**config.mk**
```make
export PLATFORM = sky130hd
export DESIGN_NAME = shift_sequencer
export DESIGN_NICKNAME = d
export VERILOG_FILES = /design/src/rtl/shift_ops_pkg.sv /design/src/rtl/shift_step.sv /design/src/rtl/shift_sequencer.sv
export SDC_FILE = /design/constraint.sdc
export NUM_CORES = 1
export LEC_CHECK = 0
export ABC_AREA = 1
export BUFFER_PORTS_ARGS = -buffer_cell sky130_fd_sc_hd__clkbuf_2
export CELL_PAD_IN_SITES_DETAIL_PLACEMENT = 1
export CELL_PAD_IN_SITES_GLOBAL_PLACEMENT = 1
export CORE_MARGIN = 2
export CORE_UTILIZATION = 40
export CTS_BUF_LIST = sky130_fd_sc_hd__clkbuf_8
export DETAILED_ROUTE_END_ITERATION = 10
export PLACE_DENSITY = 0.86
export SYNTH_ARGS = -nofsm -noshare
export SYNTH_HDL_FRONTEND = slang
export SYNTH_SLANG_ARGS = --single-unit
export TNS_END_PERCENT = 30
```
**constraint.sdc**
```tcl
create_clock -name clk -period 2.27 [get_ports clk]
set_input_delay 0.3405 -clock clk [delete_from_list [all_inputs] [get_ports clk]]
set_output_delay 0.3405 -clock clk [all_outputs]
set_load 0.02 [all_outputs]
```
**src/rtl/shift_ops_pkg.sv**
```systemverilog
// Shared definitions for the shift/rotate sequencer: op codes, FSM state
// encoding and the effective-count rule applied when an operation is accepted.
package shift_ops_pkg;

  localparam logic [2:0] OP_SHR  = 3'd0;
  localparam logic [2:0] OP_SHRA = 3'd1;
  localparam logic [2:0] OP_SHL  = 3'd2;
  localparam logic [2:0] OP_ROR  = 3'd3;
  localparam logic [2:0] OP_ROL  = 3'd4;

  localparam logic [1:0] ST_IDLE  = 2'd0;
  localparam logic [1:0] ST_SHIFT = 2'd1;
  localparam logic [1:0] ST_DONE  = 2'd2;

  function automatic logic is_legal_op(input logic [2:0] op);
    return (op <= OP_ROL);
  endfunction

  // Shifts saturate at the data width; rotates wrap; illegal ops take no steps.
  function automatic logic [31:0] eff_count(input logic [2:0]  op,
                                            input logic [31:0] amount,
                                            input logic [31:0] width);
    logic [31:0] n;
    n = '0;
    case (op)
      OP_SHR, OP_SHRA, OP_SHL: n = (amount > width) ? width : amount;
      OP_ROR, OP_ROL:          n = amount % width;
      default:                 n = '0;
    endcase
    return n;
  endfunction

endpackage

```
**src/rtl/shift_step.sv**
```systemverilog
// One-bit shift/rotate stage: combinational (op, r) -> next r.
module shift_step
  import shift_ops_pkg::*;
#(
  parameter int WIDTH = 32
) (
  input  logic [2:0]       op,
  input  logic [WIDTH-1:0] r,
  output logic [WIDTH-1:0] r_next
);

  always_comb begin
    r_next = r;
    case (op)
      OP_SHR:  r_next = {1'b0, r[WIDTH-1:1]};
      OP_SHRA: r_next = {r[WIDTH-1], r[WIDTH-1:1]};
      OP_SHL:  r_next = {r[WIDTH-2:0], 1'b0};
      OP_ROR:  r_next = {r[0], r[WIDTH-1:1]};
      OP_ROL:  r_next = {r[WIDTH-2:0], r[WIDTH-1]};
      default: r_next = r;
    endcase
  end

endmodule

```
**src/rtl/shift_sequencer.sv**
```systemverilog
// Multi-cycle shift/rotate controller: steps a 1-bit shift stage once per clock
// under an IDLE -> SHIFT -> DONE -> IDLE state machine.
module shift_sequencer
  import shift_ops_pkg::*;
#(
  parameter int WIDTH = 32,
  parameter int CNT_W = 6
) (
  input  logic             clk,
  input  logic             rst_n,
  input  logic             start,
  input  logic [2:0]       op,
  input  logic [WIDTH-1:0] data_in,
  input  logic [31:0]      shift_amount,
  output logic             busy,
  output logic             done,
  output logic [WIDTH-1:0] result,
  output logic             op_err,
  output logic [1:0]       dbg_state
);

  // Handshake: start is sampled only in IDLE; busy is high from the cycle after
  // accept through the done cycle; done is a one-cycle pulse with result valid.
  logic [1:0]       state_q, state_d;
  logic [2:0]       op_q, op_d;
  logic [WIDTH-1:0] work_q, work_d;
  logic [WIDTH-1:0] result_q, result_d;
  logic             op_err_q, op_err_d;
  logic [CNT_W-1:0] cnt_q, cnt_d;
  logic [CNT_W-1:0] n_eff;
  logic [WIDTH-1:0] step_out;

  assign n_eff = CNT_W'(eff_count(op, shift_amount, 32'(WIDTH)));

  shift_step #(.WIDTH(WIDTH)) u_step (
    .op     (op_q),
    .r      (work_q),
    .r_next (step_out)
  );

  always_comb begin
    state_d  = state_q;
    op_d     = op_q;
    work_d   = work_q;
    result_d = result_q;
    op_err_d = op_err_q;
    cnt_d    = cnt_q;
    case (state_q)
      ST_IDLE: begin
        if (start) begin
          op_d     = op;
          work_d   = data_in;
          cnt_d    = n_eff;
          op_err_d = !is_legal_op(op);
          if (n_eff == '0) begin
            state_d  = ST_DONE;
            result_d = data_in;
          end else begin
            state_d = ST_SHIFT;
          end
        end
      end
      ST_SHIFT: begin
        work_d = step_out;
        cnt_d  = cnt_q - CNT_W'(1);
        // Last step: the stepped value goes straight into result.
        if (cnt_q == CNT_W'(1)) begin
          state_d  = ST_DONE;
          result_d = step_out;
        end
      end
      ST_DONE: state_d = ST_IDLE;
      default: state_d = ST_IDLE;
    endcase
  end

  always_ff @(posedge clk) begin
    if (!rst_n) begin
      state_q  <= ST_IDLE;
      op_q     <= '0;
      work_q   <= '0;
      result_q <= '0;
      op_err_q <= 1'b0;
      cnt_q    <= '0;
    end else begin
      state_q  <= state_d;
      op_q     <= op_d;
      work_q   <= work_d;
      result_q <= result_d;
      op_err_q <= op_err_d;
      cnt_q    <= cnt_d;
    end
  end

  assign busy      = (state_q == ST_SHIFT) || (state_q == ST_DONE);
  assign done      = (state_q == ST_DONE);
  assign result    = result_q;
  assign op_err    = op_err_q;
  assign dbg_state = state_q;

endmodule

```
==> out/qor.yml <==
outcome:
  status: "finished clean"
clocking:
  cts_tree: "yes"
  numClockSinks: 76
  cts_htree_levels: 3
  path_clk_slew_ns: 0.08
  numCtsBuffers: 9
  clock_latency_ns: 0.36
  cts_root_buffer: "clkbuf_8"
  hold_buffers: 0
  clockBufferDepth: 2
placed_design:
  place.gp.congestion: 0.8198
  port_buffers: 106
  dp_hpwl_um: 9510
  postPlaceCellArea_um2: 5226
synth:
  syn_area_per_cell_um2: 7.644
  synth_area_leaders: "dfxtp_1 (33%), nand2_1 (6.7%), inv_1 (6.5%), o221ai_1 (5.7%), o211ai_1 (5.5%)"
  synth_top_area_share_pct: 32.90
  yosys.cell_types.count: 38
  syn_nets: 680
  ys.flop_type: "dfxtp_1"
  yosysTopAreaCell: "dfxtp_1"
  ys_seq_area_share_pct: 32.90
  yosysWarnings: 0
  syn_inst: 605
  synth_seq_cells: 76
  async_flop_share_pct: 0
  syn_area_um2: 4624
  synth_edf_count: 0
layout:
  diodes: 0
  post-route-cell-area_um2: 5423
  drive_gt1_share_pct: 32.09
  area_delta_synth_final_pct: 17.26
  fill_cells: 1447
  fin_nets: 765
sta:
  timing.final.crit_share_pct: 91.59
  drv_slew: 0
  clock_skew_ns: 0.01122
  max-slew-margin-rel_pct: 66.85
  setup_viol: 0
  fmax_mhz: 481.0
  rsz0062_at_grt: "no"
  period_minus_slack_ns: 2.079
  setup_tns_ns: 0
  hold_viol_final: 0
  worst_pin_slew_ns: 0.4972
floorplan:
  dieArea_um2: 12440
  io_pins: 107
  dieWidth_um: 111.5
  core.rowCount: 39
  start_util_pct: 40.67
  die_y_um: 111.5
  placeableCoreArea_um2: 11370
detailed_routing:
  drc: 0
  vias: 4563
  routed_wl_um: 13110
  wl_per_cell_um: 15.64
  viasPerCell: 5.445
  drtPass1Iterations: 4
  drt_iter0_drc: 270
  drtAntennaViolNets: 0
setup_path:
  cp_max_fo: 30
  crit_type: "reg2reg"
  cp.buffers_inverters: 3
  path_delay_family: "simple AND/OR/NAND/NOR gates"
  cp_slowest_cell: "ha_1"
  cp_cell_sequence: "inv_1 > ha_1 > nand2_2 > o21ai_4 > inv_4 > nor2_8 > buf_12 > nand3_1 > nand2_1 > nor2_1"
  critical_path.max_stage_delay_ns: 0.36
  end_kind: "flip-flop"
  startpoint_type: "flip-flop"
  worstPathRequired_ns: 2.51
  arrival_ns: 2.32
global_route:
  grt_max_degree: 77
  antenna_found_initial: 0
  grt-ovfl-total: 0
  grtUsageTotal_pct: 21.17
  grt_pass1_vias: 4718
  grt_pass1_wl_um: 22000
min_path:
  min-delay-path-class: "in2reg"
pwr:
  vdd_drop_max_v: 0.0006801
  p_leak_nw: 2.518
  p_per_area_nw_per_um2: 1520
  p_total_mw: 8.243
flow_run:
  drv_cap: 0
-- power breakdown --
part	leakage [nW]	total [mW]	internal, mW	switching, mW
logic	1.79	4.96	1.77	3.19
clock network	0.100	1.03	0.504	0.525
registers	0.627	2.25	1.89	0.365
total	2.52	8.24	4.16	4.08
-- state kept, by name, summed over array words and instances (netlist names) --
register / cells
dbg_state: 2
op_err: 1
result: 32
work_q: 32
cnt_q: 6
op_q: 3
-- cells in the mapped netlist, types with 20 or more instances --
| cell | number |
|---|---|
| a21oi_2 | 29 |
| nor2_2 | 21 |
| nand3_2 | 21 |
| dfxtp_1 | 76 |
| o221ai_1 | 30 |
| a21oi_1 | 50 |
| buf_2 | 20 |
| a22oi_1 | 32 |
| inv_1 | 80 |
| nor2_1 | 40 |
| o211ai_1 | 34 |
| nand2_1 | 82 |
-- path summary, 6_finish.rpt --
check	from	to	slack, ns	cells past startpoint
worst max-delay path	dbg_state[1]	result[29]	0.19	10
worst min-delay path	op[1]	op_q[1]	0.33	3
worst max register to register	dbg_state[1]	result[29]	0.19	10
worst min register to register	result[31]	result[31]	0.49	2
-- cell families after synthesis --
logic type | share of synthesized area (%)
XOR/XNOR | 0.3789
buffers and inverters | 13.50
AND/OR/NAND/NOR | 20.97
adder cells (fa/ha/maj) | 1.353
flip-flops | 32.90
AO/OA/AOI/OAI | 30.68
multiplexers | 0.2165
-- cell type report --
class	count	area, µm²	share of cell area [%]
Clock inverter	7	68.82	1.269
Timing Repair Buffer	122	716.9	13.22
Multi-Input combinational cell	398	2499	46.08
Sequential cell	76	1521	28.06
Clock buffer	9	123.9	2.284
Tap cell	143	178.9	3.300
Inverter	83	314.1	5.791
-- cell usage in the layout (no fill, tap or decap), drive strengths merged --
master    count
a21oi        79
xnor2         1
o2111ai       1
mux2i         1
inv          84
buf          16
xor2          1
nand2        85
a31oi         1
nand3        40
nand4         3
ha            5
a22oi        32
nor4          1
dfxtp        76
a221oi        1
nor2         62
clkinv        4
o21ai        17
bufinv        1
o21a          1
clkbuf      115
clkinvlp      1
o221ai       30
o211ai       34
o31ai         3
-- timing repair --
| item | in CTS | in global routing |
|---|---|---|
| endpoints found under the setup margin | 0 | 32 |
| gates resized for setup | 0 | 1 |
| buffers inserted | 0 | 0 |
-- per-layer routing --
layer	wire length, µm	track usage (%)	up-vias
li1	-	-	2255
met1	5608	25.24	2218
met2	6843	38.37	78
met3	515	5.171	12
met4	138	5.021	0
met5	0	0	-
-- worst reg2reg max path, stage by stage (launching register included) --
cell	delay, ns
dfxtp_1	0.34
inv_1	0.08
ha_1	0.36
nand2_2	0.21
o21ai_4	0.13
inv_4	0.09
nor2_8	0.26
buf_12	0.25
nand3_1	0.11
nand2_1	0.08
nor2_1	0.05
-- metrics by stage --
step                hold slack, ns  std cells  utilization, %  setup slack, ns
finish                      0.3276        838           47.69           0.1910
global route                0.3618        838           47.69          0.03332
CTS                         0.3233        838           47.66          0.09683
detailed placement          0.4789        822           45.97           0.1243
global placement            0.4643        822           45.97           0.2207
floorplan                   0.4667        605               -           0.3281
Power figures use the tool's default switching activity.
